## src/rtl/sha1_msg_feeder_pkg.sv

```systemverilog
// Shared types and constants for the SHA1 message feeder.
// Holds the feeder FSM state encoding and the message-RAM address layout.
package sha1_feeder_pkg;

    typedef enum logic [1:0] {
        IDLE  = 2'd0,
        WRITE = 2'd1,
        DROP  = 2'd2
    } feeder_state_t;

    localparam int RAM_ADDR_W   = 12;
    localparam int CHAN_FIELD_W = 6;
    localparam int BLK_IDX_W    = 6;
    localparam int RES_W        = 32;

    // Message RAM address: channel in the upper field, block index in the lower one.
    function automatic logic [RAM_ADDR_W-1:0] ram_addr(
        input logic [CHAN_FIELD_W-1:0] chan,
        input logic [BLK_IDX_W-1:0]    idx
    );
        return {chan, idx};
    endfunction

endpackage

```

## src/rtl/sha1_msg_feeder_if.sv

```systemverilog
// Host-facing streams of the SHA1 message feeder: block beats in, result words out.
//
// Handshake: a beat transfers on a rising clock edge where valid and ready are
// both high. The source keeps valid and its payload stable until that edge; the
// sink may raise or drop ready freely, and ready never depends on valid.
interface sha1_msg_feeder_if #(
    parameter int MSG_DATA_WIDTH = 512,
    parameter int TAG_DATA_WIDTH = 14,
    parameter int MSG_LEN_WIDTH  = 6
);
    import sha1_feeder_pkg::*;

    logic                      s_msg_valid;
    logic                      s_msg_ready;
    logic [MSG_DATA_WIDTH-1:0] s_msg_data;
    logic                      s_msg_sop;
    logic                      s_msg_eop;
    logic [MSG_LEN_WIDTH-1:0]  s_msg_len;
    logic [TAG_DATA_WIDTH-1:0] s_msg_tag;

    logic                      m_res_valid;
    logic                      m_res_ready;
    logic [RES_W-1:0]          m_res_data;

    // Feeder side: sinks message beats, sources result words.
    modport slave (
        input  s_msg_valid, s_msg_data, s_msg_sop, s_msg_eop, s_msg_len, s_msg_tag,
        output s_msg_ready,
        output m_res_valid, m_res_data,
        input  m_res_ready
    );

    // Host side: sources message beats, sinks result words.
    modport master (
        output s_msg_valid, s_msg_data, s_msg_sop, s_msg_eop, s_msg_len, s_msg_tag,
        input  s_msg_ready,
        input  m_res_valid, m_res_data,
        output m_res_ready
    );

endinterface

```

## src/rtl/sha1_feeder_chan_alloc.sv

```systemverilog
// Calculation-channel allocator for the SHA1 message feeder.
// After reset every channel is handed out once from an init counter; from then on
// channels come back only through the free-channel FIFO. A single slot (holding
// register, or a FIFO pop whose data arrives this cycle) presents the next channel.
module sha1_feeder_chan_alloc #(
    parameter int CHANNEL_NUM_TOTAL = 64,
    parameter int CHANNEL_NUM_WIDTH = $clog2(CHANNEL_NUM_TOTAL)
) (
    input  logic                         clk,
    input  logic                         rst,
    input  logic                         fifo_empty,
    input  logic [CHANNEL_NUM_WIDTH-1:0] fifo_dout,
    output logic                         fifo_rd_ena,
    output logic                         chan_valid,
    output logic [CHANNEL_NUM_WIDTH-1:0] chan_id,
    input  logic                         chan_take
);

    localparam logic [CHANNEL_NUM_WIDTH:0] INIT_END = (CHANNEL_NUM_WIDTH+1)'(CHANNEL_NUM_TOTAL);

    logic [CHANNEL_NUM_WIDTH:0]   init_cnt;
    logic                         init_done;
    logic                         hold_valid;
    logic [CHANNEL_NUM_WIDTH-1:0] hold_id;
    logic                         pop_pend;
    logic                         slot_busy;

    assign init_done = (init_cnt == INIT_END);
    // A pop in flight already owns the slot, so it blocks a second pop.
    assign slot_busy = hold_valid | pop_pend;

    assign chan_valid  = slot_busy;
    assign chan_id     = hold_valid ? hold_id : fifo_dout;
    assign fifo_rd_ena = init_done & ~fifo_empty & (~slot_busy | chan_take);

    // Slot refill: init counter first, then captured FIFO data that was not taken on arrival.
    always_ff @(posedge clk or posedge rst) begin
        if (rst) begin
            init_cnt   <= '0;
            hold_valid <= 1'b0;
            hold_id    <= '0;
            pop_pend   <= 1'b0;
        end else begin
            pop_pend <= fifo_rd_ena;
            if (!init_done && (!hold_valid || chan_take)) begin
                hold_valid <= 1'b1;
                hold_id    <= init_cnt[CHANNEL_NUM_WIDTH-1:0];
                init_cnt   <= init_cnt + 1'b1;
            end else if (pop_pend && !chan_take) begin
                hold_valid <= 1'b1;
                hold_id    <= fifo_dout;
            end else if (chan_take) begin
                hold_valid <= 1'b0;
            end
        end
    end

endmodule

```

## src/rtl/sha1_msg_feeder.sv

```systemverilog
// SHA1 message feeder: host-side front end of the SHA1 calculation top.
// Takes 512-bit block beats, binds each message to a free calculation channel,
// writes blocks to the message RAM at {channel, block_index}, counts malformed
// messages, and drains the result FIFO to a valid/ready stream.
// Optional build macro SHA1_FEEDER_STATS_EN adds msg_cnt/res_cnt counters.
module sha1_msg_feeder
    import sha1_feeder_pkg::*;
#(
    parameter int CHANNEL_NUM_TOTAL = 64,
    parameter int CHANNEL_NUM_WIDTH = $clog2(CHANNEL_NUM_TOTAL),
    parameter int TAG_DATA_WIDTH    = 14,
    parameter int MSG_DATA_WIDTH    = 512,
    parameter int MSG_LEN_WIDTH     = 6
) (
    input  logic                         sys_clk,
    input  logic                         sys_rst,
    sha1_msg_feeder_if.slave             host,
    output logic [MSG_DATA_WIDTH-1:0]    msg_wr_data,
    output logic                         msg_wr_ena,
    output logic                         msg_wr_sop,
    output logic [RAM_ADDR_W-1:0]        msg_wr_addr,
    output logic [MSG_LEN_WIDTH-1:0]     msg_wr_len,
    output logic [TAG_DATA_WIDTH-1:0]    msg_wr_tag,
    input  logic                         data_sq_fifo_empty,
    input  logic [CHANNEL_NUM_WIDTH-1:0] data_sq_fifo_dout,
    output logic                         data_sq_fifo_rd_ena,
    input  logic                         result_data_empty,
    input  logic [RES_W-1:0]             result_dout,
    output logic                         data_result_fifo_ren,
    output logic [15:0]                  drop_cnt
`ifdef SHA1_FEEDER_STATS_EN
    ,
    output logic [31:0]                  msg_cnt,
    output logic [31:0]                  res_cnt
`endif
);

    // ---------------- channel allocation ----------------
    logic                         chan_valid;
    logic [CHANNEL_NUM_WIDTH-1:0] chan_id;
    logic                         chan_take;

    sha1_feeder_chan_alloc #(
        .CHANNEL_NUM_TOTAL (CHANNEL_NUM_TOTAL),
        .CHANNEL_NUM_WIDTH (CHANNEL_NUM_WIDTH)
    ) u_chan_alloc (
        .clk         (sys_clk),
        .rst         (sys_rst),
        .fifo_empty  (data_sq_fifo_empty),
        .fifo_dout   (data_sq_fifo_dout),
        .fifo_rd_ena (data_sq_fifo_rd_ena),
        .chan_valid  (chan_valid),
        .chan_id     (chan_id),
        .chan_take   (chan_take)
    );

    // ---------------- message FSM ----------------
    feeder_state_t                state_q, state_d;
    logic [MSG_LEN_WIDTH-1:0]     blk_q, blk_d;
    logic [MSG_LEN_WIDTH-1:0]     cur_len;
    logic [TAG_DATA_WIDTH-1:0]    cur_tag;
    logic [CHANNEL_NUM_WIDTH-1:0] cur_chan;

    logic                         rdy;
    logic                         wr_go;
    logic                         wr_first;
    logic                         drop_go;
    logic                         done_go;
    logic [CHANNEL_NUM_WIDTH-1:0] wr_chan;
    logic [MSG_LEN_WIDTH-1:0]     wr_idx;

    assign host.s_msg_ready = rdy;
    assign wr_chan = wr_first ? chan_id : cur_chan;
    assign wr_idx  = wr_first ? '0 : blk_q;

    // Next state, beat acceptance and write/drop decisions for the current beat.
    always_comb begin
        state_d   = state_q;
        blk_d     = blk_q;
        rdy       = 1'b0;
        wr_go     = 1'b0;
        wr_first  = 1'b0;
        drop_go   = 1'b0;
        done_go   = 1'b0;
        chan_take = 1'b0;
        case (state_q)
            IDLE: begin
                rdy = chan_valid;
                if (host.s_msg_valid && chan_valid && host.s_msg_sop) begin
                    chan_take = 1'b1;
                    if (host.s_msg_len == '0) begin
                        if (host.s_msg_eop) begin
                            wr_go    = 1'b1;
                            wr_first = 1'b1;
                            done_go  = 1'b1;
                        end else begin
                            drop_go = 1'b1;
                            state_d = DROP;
                        end
                    end else if (host.s_msg_eop) begin
                        drop_go = 1'b1;
                    end else begin
                        wr_go    = 1'b1;
                        wr_first = 1'b1;
                        blk_d    = MSG_LEN_WIDTH'(1);
                        state_d  = WRITE;
                    end
                end
            end
            WRITE: begin
                rdy = 1'b1;
                if (host.s_msg_valid) begin
                    if (host.s_msg_sop) begin
                        drop_go = 1'b1;
                        state_d = host.s_msg_eop ? IDLE : DROP;
                    end else if (blk_q == cur_len) begin
                        if (host.s_msg_eop) begin
                            wr_go   = 1'b1;
                            done_go = 1'b1;
                            state_d = IDLE;
                        end else begin
                            drop_go = 1'b1;
                            state_d = DROP;
                        end
                    end else if (host.s_msg_eop) begin
                        drop_go = 1'b1;
                        state_d = IDLE;
                    end else begin
                        wr_go = 1'b1;
                        blk_d = blk_q + 1'b1;
                    end
                end
            end
            DROP: begin
                rdy = 1'b1;
                if (host.s_msg_valid && host.s_msg_eop) begin
                    state_d = IDLE;
                end
            end
            default: state_d = IDLE;
        endcase
    end

    // FSM state, block index and per-message context latched on the sop beat.
    always_ff @(posedge sys_clk or posedge sys_rst) begin
        if (sys_rst) begin
            state_q  <= IDLE;
            blk_q    <= '0;
            cur_len  <= '0;
            cur_tag  <= '0;
            cur_chan <= '0;
        end else begin
            state_q <= state_d;
            blk_q   <= blk_d;
            if (chan_take) begin
                cur_len  <= host.s_msg_len;
                cur_tag  <= host.s_msg_tag;
                cur_chan <= chan_id;
            end
        end
    end

    // Registered RAM write port; payload holds between writes.
    always_ff @(posedge sys_clk or posedge sys_rst) begin
        if (sys_rst) begin
            msg_wr_ena  <= 1'b0;
            msg_wr_sop  <= 1'b0;
            msg_wr_data <= '0;
            msg_wr_addr <= '0;
            msg_wr_len  <= '0;
            msg_wr_tag  <= '0;
        end else begin
            msg_wr_ena <= wr_go;
            msg_wr_sop <= wr_go & wr_first;
            if (wr_go) begin
                msg_wr_data <= host.s_msg_data;
                msg_wr_addr <= ram_addr(CHAN_FIELD_W'(wr_chan), BLK_IDX_W'(wr_idx));
                msg_wr_len  <= wr_first ? host.s_msg_len : cur_len;
                msg_wr_tag  <= wr_first ? host.s_msg_tag : cur_tag;
            end
        end
    end

    // Saturating count of malformed messages.
    always_ff @(posedge sys_clk or posedge sys_rst) begin
        if (sys_rst) begin
            drop_cnt <= '0;
        end else if (drop_go && drop_cnt != 16'hFFFF) begin
            drop_cnt <= drop_cnt + 16'd1;
        end
    end

    // ---------------- result path ----------------
    logic [RES_W-1:0] res_mem [2];
    logic             res_wp;
    logic             res_rp;
    logic [1:0]       res_occ;
    logic             ren_pend;
    logic             res_pop;

    // Pops still in flight reserve a slot, so the two entries never overflow.
    assign data_result_fifo_ren = ~result_data_empty & ((res_occ + {1'b0, ren_pend}) < 2'd2);
    assign host.m_res_valid     = (res_occ != 2'd0);
    assign host.m_res_data      = res_mem[res_rp];
    assign res_pop              = host.m_res_valid & host.m_res_ready;

    // Two-entry buffer: capture popped words one cycle after ren, release on handshake.
    always_ff @(posedge sys_clk or posedge sys_rst) begin
        if (sys_rst) begin
            res_mem[0] <= '0;
            res_mem[1] <= '0;
            res_wp     <= 1'b0;
            res_rp     <= 1'b0;
            res_occ    <= 2'd0;
            ren_pend   <= 1'b0;
        end else begin
            ren_pend <= data_result_fifo_ren;
            if (ren_pend) begin
                res_mem[res_wp] <= result_dout;
                res_wp          <= ~res_wp;
            end
            if (res_pop) begin
                res_rp <= ~res_rp;
            end
            case ({ren_pend, res_pop})
                2'b10:   res_occ <= res_occ + 2'd1;
                2'b01:   res_occ <= res_occ - 2'd1;
                default: res_occ <= res_occ;
            endcase
        end
    end

`ifdef SHA1_FEEDER_STATS_EN
    // Wrapping counters of completed messages and delivered results.
    always_ff @(posedge sys_clk or posedge sys_rst) begin
        if (sys_rst) begin
            msg_cnt <= '0;
            res_cnt <= '0;
        end else begin
            if (done_go) msg_cnt <= msg_cnt + 32'd1;
            if (res_pop) res_cnt <= res_cnt + 32'd1;
        end
    end
`else
    logic unused_done;
    assign unused_done = done_go;
`endif

endmodule

```

## src/flat_wrapper.sv

```systemverilog
// flat-port wrapper written by rule: the top's interface ports become plain ports
module sha1_msg_feeder_flat import sha1_feeder_pkg::*;
#(
    parameter int CHANNEL_NUM_TOTAL = 64,
    parameter int CHANNEL_NUM_WIDTH = $clog2(CHANNEL_NUM_TOTAL),
    parameter int TAG_DATA_WIDTH    = 14,
    parameter int MSG_DATA_WIDTH    = 512,
    parameter int MSG_LEN_WIDTH     = 6
)
  (sys_clk, sys_rst, msg_wr_data, msg_wr_ena, msg_wr_sop, msg_wr_addr, msg_wr_len, msg_wr_tag, data_sq_fifo_empty, data_sq_fifo_dout, data_sq_fifo_rd_ena, result_data_empty, result_dout, data_result_fifo_ren, drop_cnt, host_s_msg_valid, host_s_msg_data, host_s_msg_sop, host_s_msg_eop, host_s_msg_len, host_s_msg_tag, host_s_msg_ready, host_m_res_valid, host_m_res_data, host_m_res_ready);
  sha1_msg_feeder_if #(.MSG_DATA_WIDTH(MSG_DATA_WIDTH), .TAG_DATA_WIDTH(TAG_DATA_WIDTH), .MSG_LEN_WIDTH(MSG_LEN_WIDTH)) host_i ();
  input  logic sys_clk;
  input  logic sys_rst;
  output logic [MSG_DATA_WIDTH-1:0] msg_wr_data;
  output logic msg_wr_ena;
  output logic msg_wr_sop;
  output logic [RAM_ADDR_W-1:0] msg_wr_addr;
  output logic [MSG_LEN_WIDTH-1:0] msg_wr_len;
  output logic [TAG_DATA_WIDTH-1:0] msg_wr_tag;
  input  logic data_sq_fifo_empty;
  input  logic [CHANNEL_NUM_WIDTH-1:0] data_sq_fifo_dout;
  output logic data_sq_fifo_rd_ena;
  input  logic result_data_empty;
  input  logic [RES_W-1:0] result_dout;
  output logic data_result_fifo_ren;
  output logic [15:0] drop_cnt;
  input wire logic [$bits(host_i.s_msg_valid)-1:0] host_s_msg_valid;
  input wire logic [$bits(host_i.s_msg_data)-1:0] host_s_msg_data;
  input wire logic [$bits(host_i.s_msg_sop)-1:0] host_s_msg_sop;
  input wire logic [$bits(host_i.s_msg_eop)-1:0] host_s_msg_eop;
  input wire logic [$bits(host_i.s_msg_len)-1:0] host_s_msg_len;
  input wire logic [$bits(host_i.s_msg_tag)-1:0] host_s_msg_tag;
  output wire logic [$bits(host_i.s_msg_ready)-1:0] host_s_msg_ready;
  output wire logic [$bits(host_i.m_res_valid)-1:0] host_m_res_valid;
  output wire logic [$bits(host_i.m_res_data)-1:0] host_m_res_data;
  input wire logic [$bits(host_i.m_res_ready)-1:0] host_m_res_ready;
  assign host_i.s_msg_valid = host_s_msg_valid;
  assign host_i.s_msg_data = host_s_msg_data;
  assign host_i.s_msg_sop = host_s_msg_sop;
  assign host_i.s_msg_eop = host_s_msg_eop;
  assign host_i.s_msg_len = host_s_msg_len;
  assign host_i.s_msg_tag = host_s_msg_tag;
  assign host_s_msg_ready = host_i.s_msg_ready;
  assign host_m_res_valid = host_i.m_res_valid;
  assign host_m_res_data = host_i.m_res_data;
  assign host_i.m_res_ready = host_m_res_ready;
  sha1_msg_feeder #(.CHANNEL_NUM_TOTAL(CHANNEL_NUM_TOTAL), .CHANNEL_NUM_WIDTH(CHANNEL_NUM_WIDTH), .TAG_DATA_WIDTH(TAG_DATA_WIDTH), .MSG_DATA_WIDTH(MSG_DATA_WIDTH), .MSG_LEN_WIDTH(MSG_LEN_WIDTH)) u_core (.sys_clk(sys_clk), .sys_rst(sys_rst), .host(host_i), .msg_wr_data(msg_wr_data), .msg_wr_ena(msg_wr_ena), .msg_wr_sop(msg_wr_sop), .msg_wr_addr(msg_wr_addr), .msg_wr_len(msg_wr_len), .msg_wr_tag(msg_wr_tag), .data_sq_fifo_empty(data_sq_fifo_empty), .data_sq_fifo_dout(data_sq_fifo_dout), .data_sq_fifo_rd_ena(data_sq_fifo_rd_ena), .result_data_empty(result_data_empty), .result_dout(result_dout), .data_result_fifo_ren(data_result_fifo_ren), .drop_cnt(drop_cnt));
endmodule
```

## config.mk

```make
export PLATFORM = sky130hd
export DESIGN_NAME = sha1_msg_feeder_flat
export DESIGN_NICKNAME = d
export VERILOG_FILES = /design/src/rtl/sha1_msg_feeder_pkg.sv /design/src/rtl/sha1_msg_feeder_if.sv /design/src/rtl/sha1_feeder_chan_alloc.sv /design/src/rtl/sha1_msg_feeder.sv /design/src/flat_wrapper.sv
export SDC_FILE = /design/constraint.sdc
export NUM_CORES = 1
export LEC_CHECK = 0
export BUFFER_PORTS_ARGS = -buffer_cell sky130_fd_sc_hd__buf_2
export CAP_MARGIN = 20
export CORE_AREA = 8 8 456 458
export CTS_BUF_LIST = sky130_fd_sc_hd__clkbuf_16
export DETAILED_ROUTE_END_ITERATION = 10
export DIE_AREA = 0 0 464 466
export PLACE_DENSITY = 0.45
export SYNTH_ARGS = -nofsm -noshare
export SYNTH_HDL_FRONTEND = slang
export SYNTH_SLANG_ARGS = --single-unit
```

## constraint.sdc

```tcl
create_clock -name sys_clk -period 21 [get_ports sys_clk]
set_input_delay 1.05 -clock sys_clk [delete_from_list [all_inputs] [get_ports sys_clk]]
set_output_delay 1.05 -clock sys_clk [all_outputs]
set_load 0.01 [all_outputs]
```

==> impl_results.md, run 1 <==
- Max-cap check violation count: 0
- Switching share of power: 38.0%
- CP startpoint kind: input pin
- Comb pwr share: 43.0%
- Clock share of power: 23.0%
- Slew Viols, Final: 0
- Worst-Margin Slew: 1.12 ns
- Cell area after synthesis: 29200 um2
- Row count: 165
- PwrDens: between 150 and 200 nW/um2
- Drt initial violations: 1000
- Worst vdd ir: roughly 0.072 mV
- Initial antenna violation count: around 120
- I/O pin cnt: 1176
- Fraction of layout instances using a drive strength above 1: ~66%
- Status: finished clean
- Clock Skews: 0.0269 ns
- Critical Path RT: 21.58 ns
- First-pass iteration count of the detailed router: 6
- Crit share post-route: 25.3%
- Sequential fraction of the synthesis area: 58.2%
- Vias post-DR: ~20000
- Routability cong.: just under 0.9
- Die X: 464 um
- CTS tree: done
- Syn-to-layout area delta: 38.8%
- Synthesized area per cell: 17.2 um2
- Pint: 4.34 mW
- Vias in the first global route: 21018
- Type of the worst min-delay path: in2async
- Final WL: 167000 um
- Largest net degree at the start of global routing: 166
- GRT Overall Usage: roughly 15%
- DIE AREA: 216000 um2
- Mapped Cells: 1699
- Psw: 2.66 mW
- Num CTS Buffers: 90
- Post-detail-place hpwl: 138000 um
- Total gr overflow: 0
- Worst-Skew Late Latency: 0.72 ns
- Buffer count from post-CTS setup fixing: 0
- Clock-pin slew on the worst setup and hold paths: about 0.060 ns
- Max Fclk: 188 MHz
- Die H: 466 um
- # setup viols final: 0
- Most used routing layer: met2
- Leak: 19.6 nW
- RSZ-0062 raised after global routing: false
- Max Root-Sink Buffers: 3
- Avg WL per Cell: around 30 um
- EDFF count, synth: 0
- IO Port Bufs: 1175
- Fillcell total: 21820
- Crit path max fanout: 165
- Fin nets: 3490
- Ys async rst share: 100%
- Crit. End Element: register
- Max transition margin: 25.2%
- CTS HTree Levels: 3
- Post-layout util: 20.2%
- CTS Root Cell: clkbuf_16
- Reg power frac: approximately a third
- WS Path Type: in2reg
- Total Negative Setup Slacks: 0 ns
- CP arrival: between 5 and 6 ns
- Global-route wire length before repair: 215000 um
- Dominant synthesized flop cell: dfrtp_1
- Routed Antenna Nets: 0
- Global routing usage on met2: 22.6%
- DRC violations left: 0
- DR vias/cell: 3.47
- Endpoints failing hold: 0
- Clk sinks: 680
- Syn Nets: 2287
- Initial core utilization: 14.5%
- Core Area: 201000 um2
- Hold bufs inserted after CTS: 0
- Post-synth cell types: 50
- Tmin final: 5.32 ns
- GR Util met1: 16.1%
- PostCTS Resize Cnt: 0
- GR Util met3: 9.77%
- Warnings, synthesis: 0
- Yosys reg bits: 680
critical path, stage by stage:
cell       delay [ns]
buf_2            0.12
or4_4            0.55
o31a_1           0.27
or3_4            0.64
and2_4           0.31
clkinv_16        0.28
buf_4            0.83
buf_4            0.94
mux2_4           0.36
metrics by stage:
stage	setup WS (ns)	instance area, um2	hold slack [ns]	std cells	total power [mW]
global placement	14.99	37400	0.461	5481	5.47
floorplan	0.887	29200	0.438	1699	3.95
finish	15.68	40600	0.418	5670	7.00
global route	15.57	40500	0.420	5665	7.44
detailed placement	14.96	37400	0.466	5481	5.48
CTS	15.77	40500	0.385	5648	7.18
cell families (layout without fill, tap and decap cells):
kind of cell | Yosys count | in the layout | share of synthesized area [%]
AOI/OAI and AO/OA | 70 | 70 | 1.45
xor gates and xnor gates | 33 | 33 | 0.989
adders and majority gates | 10 | 10 | 0.428
buffers and inverters | 102 | 1380 | 4.49
DFF | 680 | 680 | 58.2
muxes | 669 | 669 | 32.1
other | 0 | 21 | 0
and+or+nand+nor | 135 | 135 | 2.34
synth_stat cells, types with 6 or more instances:
cell,count,area share (%)
a21o_1,6,0.15
a21oi_1,23,0.39
and3_1,11,0.24
buf_12,55,3.8
clkbuf_1,23,0.30
dfrtp_1,680,58
ha_1,10,0.43
inv_1,15,0.19
mux2_2,133,5.1
mux2_4,500,26
mux2i_1,33,1.1
nand2_1,38,0.49
nand3_1,10,0.17
nand4_1,6,0.13
nor2_1,28,0.36
nor3_1,13,0.22
o21ai_0,25,0.43
xnor2_1,17,0.51
xor2_1,16,0.48
placed cells by master (no fill, tap or decap), types with 14 or more instances in the layout:
cell	netlist	final
buf_4	0	19
mux2_4	500	500
diode_2	0	21
nor2_1	28	27
buf_2	0	1175
dfrtp_1	680	680
nand2_1	38	38
mux2i_1	33	33
mux2_2	133	133
o21ai_0	25	25
xnor2_1	17	17
a21oi_1	23	23
clkbuf_16	0	90
clkinv_1	0	22
inv_1	15	32
bufinv_16	0	14
xor2_1	16	16
layer usage:
layer / up-vias / routed length (um)
met5: - / 339
met4: 52 / 6140
met3: 331 / 24000
met2: 1067 / 74500
met1: 9763 / 61500
li1: 8463 / -
path summary, 6_finish.rpt:
check	endpoint	start	cells past startpoint	slack, ns
max in group asynchronous	u_core.msg_wr_data[403]$_DFFE_PP0P_	sys_rst	5	17.82
worst max-delay path	u_core.msg_wr_data[354]$_DFFE_PP0P_	host_s_msg_len[1]	9	15.68
worst max register to register	u_core.msg_wr_data[354]$_DFFE_PP0P_	u_core.state_q[1]$_DFFE_PP0P_	9	15.94
worst min register to register	u_core.u_chan_alloc.init_cnt[6]$_DFFE_PP0P_	u_core.u_chan_alloc.init_cnt[6]$_DFFE_PP0P_	1	0.47
worst min-delay path	u_core.msg_wr_data[126]$_DFFE_PP0P_	sys_rst	2	0.42
min in group sys_clk	u_core.u_chan_alloc.init_cnt[6]$_DFFE_PP0P_	u_core.u_chan_alloc.init_cnt[6]$_DFFE_PP0P_	1	0.47
power groups by stage:
stage               Clock (mW)  Sequential, mW  Combinational, mW
floorplan                    0            2.56               1.39
global placement             0            2.37               3.10
detailed placement           0            2.39               3.10
CTS                       1.69            2.37               3.12
global route              1.73            2.45               3.26
finish                    1.61            2.37               3.01
flip-flops by register name (all words and copies together), names as in the netlist, 6 cells and up:
signal,cells
u_core.msg_wr_addr,12
u_core.res_mem,64
u_core.u_chan_alloc.hold_id,6
u_core.msg_wr_tag,14
u_core.u_chan_alloc.init_cnt,7
u_core.cur_chan,6
u_core.msg_wr_data,512
u_core.msg_wr_len,6
u_core.cur_len,6
u_core.cur_tag,14
u_core.drop_cnt,16
u_core.blk_q,6
cell type report:
class	count	area, um2	area share (%)
inverter	16	93.8	0.231
clock inverter	77	806	1.99
clock buffer	90	2250	5.55
tap	2672	3340	8.24
timing repair buffer	1197	6080	15.0
sequential	680	17000	42.0
multi-input combinational	917	10900	26.9
antenna	21	52.6	0.130
Power figures use the tool's default switching activity.
==> run 2, diff against run 1 <==
--- a/config.mk
+++ b/config.mk
@@ -11,7 +11,7 @@
 export CTS_BUF_LIST = sky130_fd_sc_hd__clkbuf_16
 export DETAILED_ROUTE_END_ITERATION = 10
 export DIE_AREA = 0 0 464 466
-export PLACE_DENSITY = 0.45
+export PLACE_DENSITY = 0.44
 export SYNTH_ARGS = -nofsm -noshare
 export SYNTH_HDL_FRONTEND = slang
 export SYNTH_SLANG_ARGS = --single-unit
==> constraint.sdc (replaced) <==
create_clock -name sys_clk -period 5.1 [get_ports sys_clk]
set_input_delay 0.255 -clock sys_clk [delete_from_list [all_inputs] [get_ports sys_clk]]
set_output_delay 0.255 -clock sys_clk [all_outputs]
set_load 0.01 [all_outputs]
==> impl_results.md, run 2 (synthesis results as in run 1) <==
- Status: finished clean
- I/O pin cnt: 1176
- Total Negative Setup Slacks: 0 ns
- Max-cap check violation count: 0
- DIE AREA: approximately 220000 um2
- Setup WS pre-CTS: 2.01 ns
- IO Port Bufs: 1175
- Fillcell total: 21287
- Type of the worst min-delay path: in2reg
- Max Root-Sink Buffers: 3
- Tmin final: about 3 ns
- Biggest regs: u_core.msg_wr_data (512), u_core.res_mem (64), u_core.drop_cnt (16)
- Placed Cells: 5500
- Routed Antenna Nets: 0
- Max stage delay on crit path: ~0.44 ns
- First-pass iteration count of the detailed router: 5
- Reg power frac: 33.8%
- Clock-pin slew on the worst setup and hold paths: 0.06 ns
- DR vias/cell: ~3.4
- Drt initial violations: about 1000
- Total gr overflow: 0
- Global-route wire length before repair: around 220000 um
- Vias post-DR: 21442
- Fraction of layout instances using a drive strength above 1: 55.7%
- Slowest cell on crit path: dfrtp_1
- Worst-Margin Slew: between 1 and 1.5 ns
- Largest net degree at the start of global routing: 128
- WHS: 0.179 ns
- Setup ws final: 2.01 ns
- Crit path max fanout: 74
- Row count: 165
- RSZ-0062 raised after global routing: false
- Worst-Skew Late Latency: 0.72 ns
- Core Area: 201000 um2
- Clk sinks: 680
- Die H: 466 um
- Comb pwr share: between 40% and 50%
- PwrDens: between 600 and 700 nW/um2
- Crit share post-route: 60.6%
- Most common cell after layout, fill and taps aside: buf_2
- DP Area: 37700 um2
- Endpoints failing hold: 0
- Max transition margin: 29.7%
- CP startpoint kind: register
- Clock Skews: 0.0379 ns
- Layout Cells excl Fill: between 6000 and 7000
- Most frequent cells in the layout: 1175 x buf_2, 680 x dfrtp_1, 574 x dlygate4sd3_1
- Fin nets: 4081
- CP arrival: about 3.7 ns
- Syn-to-layout area delta: 58.9%
- Initial core utilization: 14.5%
- CTS Root Cell: clkbuf_16
- Clock share of power: 22.1%
- Crit. End Element: register
- Design Area, Final: 46400 um2
- CP cell instances: xnor2_1 -> nand2_1 -> nor3_1 -> ha_1 -> nor2b_1 -> nand3_1 -> and2_4 -> clkinv_16 -> buf_12 -> mux2_4
- CTS HTree Levels: 3
- Final WL: 162000 um
- Pint: 17.9 mW
- DRC violations left: 0
- Max Fclk: about 320 MHz
- # setup viols final: 0
- Psw: between 10 and 15 mW
- Slew Viols, Final: 0
- Num CTS Buffers: 89
- Die X: 464 um
- Switching share of power: between 30% and 40%
- Vias in the first global route: 23916
- Worst vdd ir: 0.340 mV
- Number of flip-flops under the largest register name: 512
- WS Path Type: reg2reg
- Largest Register: u_core.msg_wr_data
- Avg WL per Cell: ~26 um
- PostCTS Resize Cnt: 0
- Leak: 22.1 nW
- CTS tree: done
- GRT Overall Usage: 14.4%
- Routability cong.: approximately 0.86
- Post-detail-place hpwl: roughly 130000 um
- Critical Path RT: 5.66 ns
- Initial antenna violation count: 73
-- run 2: cell types whose count changed in the layout (fill, tap and decap cells not counted), sizes merged --
| cell | before | now |
|---|---|---|
| bufinv | 14 | 9 |
| buf | 1197 | 1215 |
| inv | 38 | 35 |
| dlygate4sd3 | 0 | 574 |
| clkinv | 37 | 39 |
| diode | 21 | 24 |
-- run 2: worst paths after layout --
kind                                                                   from                                     endpoint  slack (ns)  depth (start not counted)
worst min register to register  u_core.u_chan_alloc.init_cnt[6]$_DFFE_PP0P_  u_core.u_chan_alloc.init_cnt[6]$_DFFE_PP0P_        0.48                          1
worst max-delay path                            u_core.blk_q[3]$_DFFE_PP0P_          u_core.msg_wr_data[272]$_DFFE_PP0P_        2.01                         10
min in group asynchronous                                           sys_rst               u_core.res_mem[55]$_DFFE_PP0P_        0.26                          3
max in group asynchronous                                           sys_rst          u_core.msg_wr_data[105]$_DFFE_PP0P_        3.45                          5
worst max register to register                  u_core.blk_q[3]$_DFFE_PP0P_          u_core.msg_wr_data[272]$_DFFE_PP0P_        2.01                         10
worst min-delay path                                         host_s_msg_eop                u_core.state_q[0]$_DFFE_PP0P_        0.18                          5
-- run 2: power groups by stage --
stage               combinational [mW]  clock (mW)  sequential (mW)
global route                      13.7        6.86             10.1
global placement                  12.6           0             9.76
detailed placement                12.7           0             9.80
CTS                               13.2        6.69             9.75
floorplan                         5.72           0             10.6
finish                            12.7        6.38             9.76
-- run 2: per-layer routing --
layer	track usage (%)	routed length, um	up-vias
li1	-	-	9662
met1	16.2	62300	10529
met2	23.2	74100	962
met3	7.78	18800	267
met4	4.89	6320	22
met5	0	143	-
-- run 2: cell type report --
type	instances	area, um2	area share, %
Multi-Input combinational cell	917	10900	23.5
Inverter	16	90.1	0.194
Sequential cell	680	17000	36.6
Clock inverter	71	662	1.43
Tap cell	2672	3340	7.20
Clock buffer	90	2250	4.85
Timing Repair Buffer	1789	12100	26.1
Antenna cell	24	60.1	0.129
-- run 2: worst max-delay path: cells and delay by family, from the launching register on --
family                     cells  cell delay [ns]
adders and majority gates      1             0.27
buffers and inverters          2             0.66
DFF                            1             0.44
xor gates and xnor gates       1             0.22
muxes                          1             0.34
and+or+nand+nor                5             0.84
-- run 2: timing repair --
item / CTS / global route
setup endpoints to repair: 0 / 0
hold buffers: 574 / 0
endpoints found under the hold margin: 658 / 0
buffers inserted: 0 / 0
-- run 2: per-stage QoR --
stage	power, mW	utilization [%]
2_1_floorplan	16.3	-
3_3_place_gp	22.4	18.8
3_5_place_dp	22.5	18.8
4_1_cts	29.6	23.1
5_1_grt	30.7	23.1
6_report	28.8	23.1
